$ cat src/rtl/ibex_xif_rf_pkg.sv
// Shared types and sizes for the XIF multi-port register file.
package ibex_xif_rf_pkg;

   localparam int unsigned RegAddrW      = 5;
   localparam int unsigned NumWordsRV32I = 32;
   localparam int unsigned NumWordsRV32E = 16;

   typedef logic [RegAddrW-1:0] rf_addr_t;

   typedef enum logic {
      WP_CORE = 1'b0,
      WP_XIF  = 1'b1
   } rf_wport_e;

   // Number of architectural registers for the selected base ISA.
   function automatic int unsigned num_words(input bit rv32e);
      return rv32e ? NumWordsRV32E : NumWordsRV32I;
   endfunction

endpackage

$ cat src/rtl/ibex_xif_register_file_mp_if.sv
// Request/response bundle between the ID stage and the XIF register file.
interface ibex_xif_register_file_mp_if #(
   parameter int unsigned NumReadPorts = 2,
   parameter int unsigned DataWidth    = 32,
   parameter int unsigned IdWidth      = 4
) ();
   import ibex_xif_rf_pkg::*;

   rf_addr_t [NumReadPorts-1:0]                 raddr_i;
   logic     [NumReadPorts-1:0][DataWidth-1:0]  rdata_o;
   logic     [NumReadPorts-1:0]                 rpending_o;

   logic                  we_core_i;
   rf_addr_t              waddr_core_i;
   logic [DataWidth-1:0]  wdata_core_i;

   logic                  rsv_valid_i;
   rf_addr_t              rsv_addr_i;
   logic [IdWidth-1:0]    rsv_id_i;

   logic                  we_xif_i;
   rf_addr_t              waddr_xif_i;
   logic [IdWidth-1:0]    wid_xif_i;
   logic [DataWidth-1:0]  wdata_xif_i;

   logic                  flush_i;
   logic                  err_o;

   modport master (
      output raddr_i, we_core_i, waddr_core_i, wdata_core_i,
             rsv_valid_i, rsv_addr_i, rsv_id_i,
             we_xif_i, waddr_xif_i, wid_xif_i, wdata_xif_i, flush_i,
      input  rdata_o, rpending_o, err_o
   );

   modport slave (
      input  raddr_i, we_core_i, waddr_core_i, wdata_core_i,
             rsv_valid_i, rsv_addr_i, rsv_id_i,
             we_xif_i, waddr_xif_i, wid_xif_i, wdata_xif_i, flush_i,
      output rdata_o, rpending_o, err_o
   );

endinterface

$ cat src/rtl/ibex_xif_rf_scoreboard.sv
// Pending/ID scoreboard for offloaded instructions awaiting an rd result.
module ibex_xif_rf_scoreboard #(
   parameter int unsigned NumWords = 32,
   parameter int unsigned AddrW    = 5,
   parameter int unsigned IdWidth  = 4
) (
   input  logic                clk_i,
   input  logic                rst_ni,
   input  logic                rsv_valid_i,
   input  logic [AddrW-1:0]    rsv_idx_i,
   input  logic [IdWidth-1:0]  rsv_id_i,
   input  logic                we_xif_i,
   input  logic [AddrW-1:0]    xif_idx_i,
   input  logic [IdWidth-1:0]  wid_xif_i,
   input  logic                flush_i,
   output logic [NumWords-1:0] pend_o,
   output logic                xif_accept_o,
   output logic                err_o
);

   logic [NumWords-1:0]              pend_q, pend_d;
   logic [NumWords-1:0][IdWidth-1:0] id_q, id_d;

   // A result is accepted only by the instruction that currently owns rd.
   assign xif_accept_o = we_xif_i & pend_q[xif_idx_i] & (id_q[xif_idx_i] == wid_xif_i);
   assign err_o        = we_xif_i & ~xif_accept_o;
   assign pend_o       = pend_q;

   // Clear, then flush, then reserve: a reserve beats a same-cycle clear but not a flush.
   always_comb begin
      pend_d = pend_q;
      id_d   = id_q;
      if (xif_accept_o) begin
         pend_d[xif_idx_i] = 1'b0;
      end
      if (flush_i) begin
         pend_d = '0;
      end else if (rsv_valid_i && (rsv_idx_i != '0)) begin
         pend_d[rsv_idx_i] = 1'b1;
         id_d[rsv_idx_i]   = rsv_id_i;
      end
      pend_d[0] = 1'b0;
   end

   // Scoreboard state.
   always_ff @(posedge clk_i or negedge rst_ni) begin
      if (!rst_ni) begin
         pend_q <= '0;
         id_q   <= '0;
      end else begin
         pend_q <= pend_d;
         id_q   <= id_d;
      end
   end

endmodule

$ cat src/rtl/ibex_xif_register_file_mp.sv
// Flop-based register file with N read ports, core + coprocessor write ports
// and a pending scoreboard. Define IBEX_XIF_RF_FORWARD_EN to forward
// same-cycle accepted writes to the read ports.
module ibex_xif_register_file_mp
   import ibex_xif_rf_pkg::*;
#(
   parameter bit                    RV32E        = 1'b0,
   parameter int unsigned           DataWidth    = 32,
   parameter int unsigned           NumReadPorts = 2,
   parameter int unsigned           IdWidth      = 4,
   parameter logic [DataWidth-1:0]  WordZeroVal  = '0
) (
   input  logic                         clk_i,
   input  logic                         rst_ni,
   ibex_xif_register_file_mp_if.slave   rf_if
);

   localparam int unsigned NumWords = num_words(RV32E);
   localparam int unsigned AddrW    = RV32E ? 4 : 5;

   typedef logic [AddrW-1:0] idx_t;

   idx_t core_idx, xif_idx, rsv_idx;
   logic [NumWords-1:0] pend;
   logic                xif_accept;

   logic [NumWords-1:0][DataWidth-1:0]     mem_q, mem_d;
   logic [NumReadPorts-1:0][DataWidth-1:0] rdata;
   logic [NumReadPorts-1:0]                rpending;

   // In RV32E the upper address bit is ignored.
   assign core_idx = rf_if.waddr_core_i[AddrW-1:0];
   assign xif_idx  = rf_if.waddr_xif_i[AddrW-1:0];
   assign rsv_idx  = rf_if.rsv_addr_i[AddrW-1:0];

   ibex_xif_rf_scoreboard #(
      .NumWords (NumWords),
      .AddrW    (AddrW),
      .IdWidth  (IdWidth)
   ) u_scoreboard (
      .clk_i        (clk_i),
      .rst_ni       (rst_ni),
      .rsv_valid_i  (rf_if.rsv_valid_i),
      .rsv_idx_i    (rsv_idx),
      .rsv_id_i     (rf_if.rsv_id_i),
      .we_xif_i     (rf_if.we_xif_i),
      .xif_idx_i    (xif_idx),
      .wid_xif_i    (rf_if.wid_xif_i),
      .flush_i      (rf_if.flush_i),
      .pend_o       (pend),
      .xif_accept_o (xif_accept),
      .err_o        (rf_if.err_o)
   );

   // Write arbitration: an accepted XIF result overrides a core write to the same register.
   always_comb begin
      mem_d = mem_q;
      if (rf_if.we_core_i && (core_idx != '0)) begin
         mem_d[core_idx] = rf_if.wdata_core_i;
      end
      if (xif_accept) begin
         mem_d[xif_idx] = rf_if.wdata_xif_i;
      end
      mem_d[0] = WordZeroVal;
   end

   // Register storage; x0 is held at its constant value.
   always_ff @(posedge clk_i or negedge rst_ni) begin
      if (!rst_ni) begin
         mem_q <= {NumWords{WordZeroVal}};
      end else begin
         mem_q <= mem_d;
      end
   end

   // Read ports, optionally bypassing same-cycle accepted writes.
   always_comb begin
      idx_t ridx;
      ridx     = '0;
      rdata    = '0;
      rpending = '0;
      for (int unsigned k = 0; k < NumReadPorts; k++) begin
         ridx        = rf_if.raddr_i[k][AddrW-1:0];
         rdata[k]    = mem_q[ridx];
         rpending[k] = pend[ridx];
`ifdef IBEX_XIF_RF_FORWARD_EN
         if (xif_accept && (xif_idx == ridx)) begin
            rdata[k] = rf_if.wdata_xif_i;
            if (!(rf_if.rsv_valid_i && (rsv_idx == ridx))) begin
               rpending[k] = 1'b0;
            end
         end else if (rf_if.we_core_i && (core_idx == ridx) && (ridx != '0)) begin
            rdata[k] = rf_if.wdata_core_i;
         end
`endif
      end
   end

   assign rf_if.rdata_o    = rdata;
   assign rf_if.rpending_o = rpending;

endmodule
$ cat src/flat_wrapper.sv
// flat-port wrapper written by rule: the top's interface ports become plain ports
module ibex_xif_register_file_mp_flat import ibex_xif_rf_pkg::*;
#(
   parameter bit                    RV32E        = 1'b0,
   parameter int unsigned           DataWidth    = 32,
   parameter int unsigned           NumReadPorts = 2,
   parameter int unsigned           IdWidth      = 4,
   parameter logic [DataWidth-1:0]  WordZeroVal  = '0
)
  (clk_i, rst_ni, rf_if_raddr_i, rf_if_we_core_i, rf_if_waddr_core_i, rf_if_wdata_core_i, rf_if_rsv_valid_i, rf_if_rsv_addr_i, rf_if_rsv_id_i, rf_if_we_xif_i, rf_if_waddr_xif_i, rf_if_wid_xif_i, rf_if_wdata_xif_i, rf_if_flush_i, rf_if_rdata_o, rf_if_rpending_o, rf_if_err_o);
  ibex_xif_register_file_mp_if #(.NumReadPorts(NumReadPorts), .DataWidth(DataWidth), .IdWidth(IdWidth)) rf_if_i ();
  input  logic clk_i;
  input  logic rst_ni;
  input wire logic [$bits(rf_if_i.raddr_i)-1:0] rf_if_raddr_i;
  input wire logic [$bits(rf_if_i.we_core_i)-1:0] rf_if_we_core_i;
  input wire logic [$bits(rf_if_i.waddr_core_i)-1:0] rf_if_waddr_core_i;
  input wire logic [$bits(rf_if_i.wdata_core_i)-1:0] rf_if_wdata_core_i;
  input wire logic [$bits(rf_if_i.rsv_valid_i)-1:0] rf_if_rsv_valid_i;
  input wire logic [$bits(rf_if_i.rsv_addr_i)-1:0] rf_if_rsv_addr_i;
  input wire logic [$bits(rf_if_i.rsv_id_i)-1:0] rf_if_rsv_id_i;
  input wire logic [$bits(rf_if_i.we_xif_i)-1:0] rf_if_we_xif_i;
  input wire logic [$bits(rf_if_i.waddr_xif_i)-1:0] rf_if_waddr_xif_i;
  input wire logic [$bits(rf_if_i.wid_xif_i)-1:0] rf_if_wid_xif_i;
  input wire logic [$bits(rf_if_i.wdata_xif_i)-1:0] rf_if_wdata_xif_i;
  input wire logic [$bits(rf_if_i.flush_i)-1:0] rf_if_flush_i;
  output wire logic [$bits(rf_if_i.rdata_o)-1:0] rf_if_rdata_o;
  output wire logic [$bits(rf_if_i.rpending_o)-1:0] rf_if_rpending_o;
  output wire logic [$bits(rf_if_i.err_o)-1:0] rf_if_err_o;
  assign rf_if_i.raddr_i = rf_if_raddr_i;
  assign rf_if_i.we_core_i = rf_if_we_core_i;
  assign rf_if_i.waddr_core_i = rf_if_waddr_core_i;
  assign rf_if_i.wdata_core_i = rf_if_wdata_core_i;
  assign rf_if_i.rsv_valid_i = rf_if_rsv_valid_i;
  assign rf_if_i.rsv_addr_i = rf_if_rsv_addr_i;
  assign rf_if_i.rsv_id_i = rf_if_rsv_id_i;
  assign rf_if_i.we_xif_i = rf_if_we_xif_i;
  assign rf_if_i.waddr_xif_i = rf_if_waddr_xif_i;
  assign rf_if_i.wid_xif_i = rf_if_wid_xif_i;
  assign rf_if_i.wdata_xif_i = rf_if_wdata_xif_i;
  assign rf_if_i.flush_i = rf_if_flush_i;
  assign rf_if_rdata_o = rf_if_i.rdata_o;
  assign rf_if_rpending_o = rf_if_i.rpending_o;
  assign rf_if_err_o = rf_if_i.err_o;
  ibex_xif_register_file_mp #(.RV32E(RV32E), .DataWidth(DataWidth), .NumReadPorts(NumReadPorts), .IdWidth(IdWidth), .WordZeroVal(WordZeroVal)) u_core (.clk_i(clk_i), .rst_ni(rst_ni), .rf_if(rf_if_i));
endmodule
$ cat config.mk
export PLATFORM = sky130hd
export DESIGN_NAME = ibex_xif_register_file_mp_flat
export DESIGN_NICKNAME = d
export VERILOG_FILES = /design/src/rtl/ibex_xif_rf_pkg.sv /design/src/rtl/ibex_xif_register_file_mp_if.sv /design/src/rtl/ibex_xif_rf_scoreboard.sv /design/src/rtl/ibex_xif_register_file_mp.sv /design/src/flat_wrapper.sv
export SDC_FILE = /design/constraint.sdc
export NUM_CORES = 2
export LEC_CHECK = 0
export CAP_MARGIN = 20
export CORE_ASPECT_RATIO = 1.75
export CORE_UTILIZATION = 45
export CTS_CLUSTER_DIAMETER = 50
export DETAILED_ROUTE_END_ITERATION = 8
export PLACE_DENSITY = 0.58
export RECOVER_POWER = 100
export SLEW_MARGIN = 30
export SYNTH_ARGS = -nofsm -noshare
export SYNTH_HDL_FRONTEND = slang
export SYNTH_HIERARCHICAL = 1
export SYNTH_SLANG_ARGS = --single-unit
export TNS_END_PERCENT = 1
$ cat constraint.sdc
create_clock -name clk_i -period 5.9 [get_ports clk_i]
set_clock_uncertainty 0.15 [all_clocks]
set_input_delay 1.18 -clock clk_i [delete_from_list [all_inputs] [get_ports clk_i]]
set_output_delay 1.18 -clock clk_i [all_outputs]
set_load 0.1 [all_outputs]
* Word-level counts from Yosys, hierarchy flattened
Cells that the tools add are included.
Cells by class: order comparisons 8, equality and inequality tests 1, mux-type cells 30, bitwise operators 8, reductions and logical operators 8
Operators by type and width (count):
- bitwise mux 1024 bit | 2
- 2-to-1 mux 1024 bit | 2
- binary-select mux 32 bit (select 5 bit) | 2
- demux 32 bit (select 5 bit) | 2
- 2-to-1 mux 32 bit | 7
- bitwise mux 128 bit | 1
- AND 32 bit | 1
- inverter 32 bit | 1
- OR 32 bit | 1
- < comparator 5 x 6 -> 1 bit, second input constant | 5
- binary-select mux 4 bit (select 5 bit) | 1
- demux 4 bit (select 5 bit) | 1
- binary-select mux 1 bit (select 5 bit) | 3
- greater-or-equal comparator 5 x 1 -> 1 bit, second input constant | 3
- demux 1 bit (select 5 bit) | 2
- nonzero test 5 bit | 2
- 2-to-1 mux 4 bit | 2
- logical AND 1 bit | 5
- 2-to-1 mux 1 bit | 5
- == test 4 bit | 1
- AND 1 bit | 3
- inverter 1 bit | 2
- AND reduction 2 bit | 1
Storage, ports and cells: register bits after elaboration 1151, input port bits 103, output and inout bits 67, word-level logic and storage cells 119

* Depth between registers and ports, before layout
depth after elaboration 10, mapped depth 16, gate-level depth less buffers 11

* Modules after synthesis
Netlist, hierarchy kept.
By module, submodules not included:
- ibex_xif_register_file_mp | instances 1, cells an instance 5955, area an instance 62452.4 um^2, seq. area each 24823.8 um^2
- ibex_xif_rf_scoreboard | instances 1, cells an instance 632, area an instance 7817.5 um^2, seq. area each 3978.8 um^2

* Least setup slack after synthesis
No wires, ideal clock.
path kind input -> output, start point in rf_if_waddr_xif_i[1], end point out rf_if_err_o, arrival time 4.856 ns, required time 4.570 ns, slack -0.286 ns, cell stages on the path 8, buffers on the path 3, path through buf_2 -> buf_2 -> clkbuf_1 -> mux2i_1 -> o22ai_1 -> nor3_1 -> o2111ai_1 -> a21boi_0
On the way: cells in the longest elaborated chain, start to end 6, elaborated cells on any way between the ends 9, those cells by class eq/ne (1); mux (4); bitwise (4)
RTL lines:
- start, declared | RTL line flat_wrapper.sv:22 | input wire logic [$bits(rf_if_i.waddr_xif_i)-1:0] rf_if_waddr_xif_i;
- binary-select mux 4 bit (select 5 bit) / binary-select mux 1 bit (select 5 bit) (equally long branches) | RTL line ibex_xif_rf_scoreboard.sv:25 | assign xif_accept_o = we_xif_i & pend_q[xif_idx_i] & (id_q[xif_idx_i] == wid_xif_i);
- 2-to-1 mux 4 bit (not written as such) / 2-to-1 mux 1 bit (equally long branches) | RTL line ibex_xif_rf_scoreboard.sv:25
- == test 4 bit / AND 1 bit (equally long branches) | RTL line ibex_xif_rf_scoreboard.sv:25
- AND 1 bit * | RTL line ibex_xif_rf_scoreboard.sv:25
- inverter 1 bit * | RTL line ibex_xif_rf_scoreboard.sv:26 | assign err_o = we_xif_i & ~xif_accept_o;
- AND 1 bit * | RTL line ibex_xif_rf_scoreboard.sv:26
- end, declared | RTL line flat_wrapper.sv:28 | output wire logic [$bits(rf_if_i.err_o)-1:0] rf_if_err_o;
Every way passes the cells marked *; elsewhere a longest branch is shown, timed or not. The select of a mux whose other input is x is not followed.

* Final worst setup path
start point in rf_if_raddr_i[6], end point out rf_if_rdata_o[46]
On the way: cells in the longest elaborated chain, start to end 2
RTL lines:
- start, declared | RTL line flat_wrapper.sv:14 | input wire logic [$bits(rf_if_i.raddr_i)-1:0] rf_if_raddr_i;
- binary-select mux 32 bit (select 5 bit) | RTL line ibex_xif_register_file_mp.sv:84 | rdata[k] = mem_q[ridx];
- 2-to-1 mux 32 bit (not written as such) | RTL line ibex_xif_register_file_mp.sv:84
- end, declared | RTL line flat_wrapper.sv:26 | output wire logic [$bits(rf_if_i.rdata_o)-1:0] rf_if_rdata_o;
No other way between the ends. The select of a mux whose other input is x is not followed.

==> reports/metrics.cfg <==
[sta]
fin_crit_sh_pct = 100
rsz0062_at_grt = false
fmax_ghz = 0.169
final.setup.tns_ps = -2.86
worst_pin_slew_ps = 4490
final-max-slew-violation-count = 73
relSlewSlack_pct = -200
finalHoldViolCount = 0
whs_ps = 224
post-route-min-period_ps = 5900
setup_ws_ps = -2.86
setup_viol = 1

[grt]
grt_pass1_wl_um = 395000
globalRouteOverflowTotal = 0
grt_pass1_vias = 55927
track_usage_pct = 34.3
antenna_found_initial = 10
grt_max_degree = 129

[critical_path]
cp-start-kind = input port
max_stage_delay_ps = 940
r2r_slack_ps = 1230
cp.required_ps = 4570
end_kind = output port
critPathBufInv = 4
crit_type = in2out
critical_path.max_fanout = 31
cpLargestDelayFamily = buffers and inverters
critical_path.cell_chain = buf_4 > buf_12 > nor2b_2 > clkbuf_1 > a22o_1 > o21ai_0 > o31ai_1 > clkbuf_2
crit_slowest_cell = nor2b_2
worstPathArrival_ps = 4570

[route]
post-route-drc-count = 0
vias_per_cell = 6.45
wl_met3_um = 19100
routed_wl_um = 272000
vias = 55183
drt-met1-wl_um = 97400
route.antenna.remaining_nets = 0
drtIter0Drc = 5189
wire_per_inst_um = 31.8
dr.max_layer_used = met5
firstDrtPassIters = 6
wl_met2_um = 134000

[floorplan]
die_h_um = 525
io_pins = 170
dieArea_um2 = 158000
rows = 191
core-area_um2 = 155000
die_w_um = 301
initial_utilization_pct = 45.4

[logic_synthesis]
ys.warnings.count = 6
synth.most_common_cell = mux2i_1
ys.flop_type = dfrtp_1
async_reset_ff_share_pct = 100
syn_nets = 6690
synth_cell_types = 47
syn_inst = 6587
yosys-top-cells-count = mux2i_1 (1256), dfrtp_1 (1151), nor2_1 (560)
synth_area_um2 = 70300
synth_edf_count = 0
yosysTopAreaCell = dfrtp_1
yosysTopAreaCellShare_pct = 41.0
ys_ff_latch = 1151
synthTopCellsByArea = dfrtp_1 (41%), mux2i_1 (18%), mux4_2 (13%), o21ai_0 (3.9%), a21oi_1 (3.8%)
syn_avg_cell_area_um2 = 10.7
seq_area_frac_synth_pct = 41.0

[placement]
pre_cts_slack_ps = 270
gp_congestion = 0.909
hpwl_um = 168000
port-buffer-count = 169

[cts]
cts_tree = done
cts_inserted_buffers = 120
cts_resized = 0
cts_setup_buffers = 0
htree_num_levels = 3
clkLatencyLatePin_ps = 790
clkSlewWorstSetupHoldPaths_ps = 60
clock_path_buffers = 3
root_buffer = clkbuf_16
hold_buffers = 0
cts_sinks = 1151

[final_layout]
drive_above_1_share_pct = 18.8
synthToLayoutAreaGrowth_pct = 11.9
nets = 6529
fin_util_pct = 50.8
fillers = 13812

[hold_path]
hp-class = reg2reg

[power_and_ir_drop]
p_leak_uw = 0.0348
p_per_area_nw_per_um2 = 313
peakVddDrop_mv = 0.266

[run_status]
violations = capacitance limit, slew limit, setup timing
outcome = finished, violations left

[run]
drv_cap = 1

power breakdown:
| part | leakage, uW | internal (uW) | switching (uW) |
|---|---|---|---|
| registers | 0.0148 | 9350 | 1090 |
| logic | 0.0179 | 2770 | 3130 |
| clock network | 0.00208 | 4720 | 3560 |
path summary, 6_finish.rpt:
kind                                          startpoint                     endpoint  cells after the start
max reg2reg                u_core/u_scoreboard/id_q[108]            u_core/mem_q[802]                     12
max in group asynchronous                         rst_ni            u_core/mem_q[750]                      2
min in group asynchronous                         rst_ni            u_core/mem_q[783]                      1
min                          u_core/u_scoreboard/id_q[3]  u_core/u_scoreboard/id_q[3]                      0
min reg2reg                  u_core/u_scoreboard/id_q[3]  u_core/u_scoreboard/id_q[3]                      0
max                                     rf_if_raddr_i[6]            rf_if_rdata_o[46]                      8
flip-flops by register name (all words and copies together), names as in the netlist:
| register | cells |
|---|---|
| u_core/mem_q | 992 |
| u_core/u_scoreboard/id_q | 128 |
| u_core/u_scoreboard/pend_o | 31 |
cells in the final DEF (no fill, tap or decap), drive strengths merged, types with 3 or more instances in the layout:
cell,Yosys,layout
bufinv,0,17
or4,3,3
nand3,6,6
dlygate4sd3,0,5
a211oi,64,64
nor3,8,8
a21oi,529,529
and3b,9,9
a22oi,19,19
o31ai,64,64
diode,0,7
inv,15,24
dlymetal6s4s,0,4
a22o,193,193
o21ai,544,544
nor4,8,8
nand4bb,5,5
a31oi,31,31
dfrtp,1151,1151
nor2b,12,12
nor2,564,564
mux2i,1256,1256
or2,3,3
and3,11,11
clkbuf,529,262
mux2,190,190
nand3b,9,9
clkinv,0,37
or3b,5,5
nor3b,8,8
mux4,408,408
buf,216,274
nand2,539,539
or4b,4,4
and2,69,69
clkdlybuf4s50,0,72
o22ai,99,99
nand4b,6,6
routing by layer:
layer | global-route usage [%] | up-vias
li1 | - | 23822
met1 | 39.8 | 27747
met2 | 57.2 | 2633
met3 | 5.92 | 977
met4 | 24.4 | 4
met5 | 0 | -
stage by stage:
stage               instances  instance area, um2  total power, uW
global placement         8328               75600            16400
detailed placement       8328               75600            16600
finish                   8559               78600            24600
CTS                      8550               79800            24800
global route             8554               78600            25600
floorplan                6587               70300            14500
cell families after synthesis:
kind of cell / after synthesis / share of synthesized area (%)
multiplexers: 1854 / 34.0
AO/OA/AOI/OAI: 1545 / 12.8
AND/OR/NAND/NOR: 1276 / 7.69
flip-flops: 1151 / 41.0
buffers and inverters: 760 / 4.50
other: 1 / 0.00534
area by class of cell:
class                   count  area, um2  share of cell area [%]
multi-input cells        4676      38700                    49.2
diodes                      7       17.5                  0.0223
flip-flops and latches   1151      28800                    36.6
inverters                  15       56.3                  0.0716
clock buffers             157       3310                    4.21
repair buffers            462       4390                    5.58
well taps                2026       2530                    3.22
clock inverters            65        882                    1.12
Note: power is estimated with default switching activity, not from simulation.
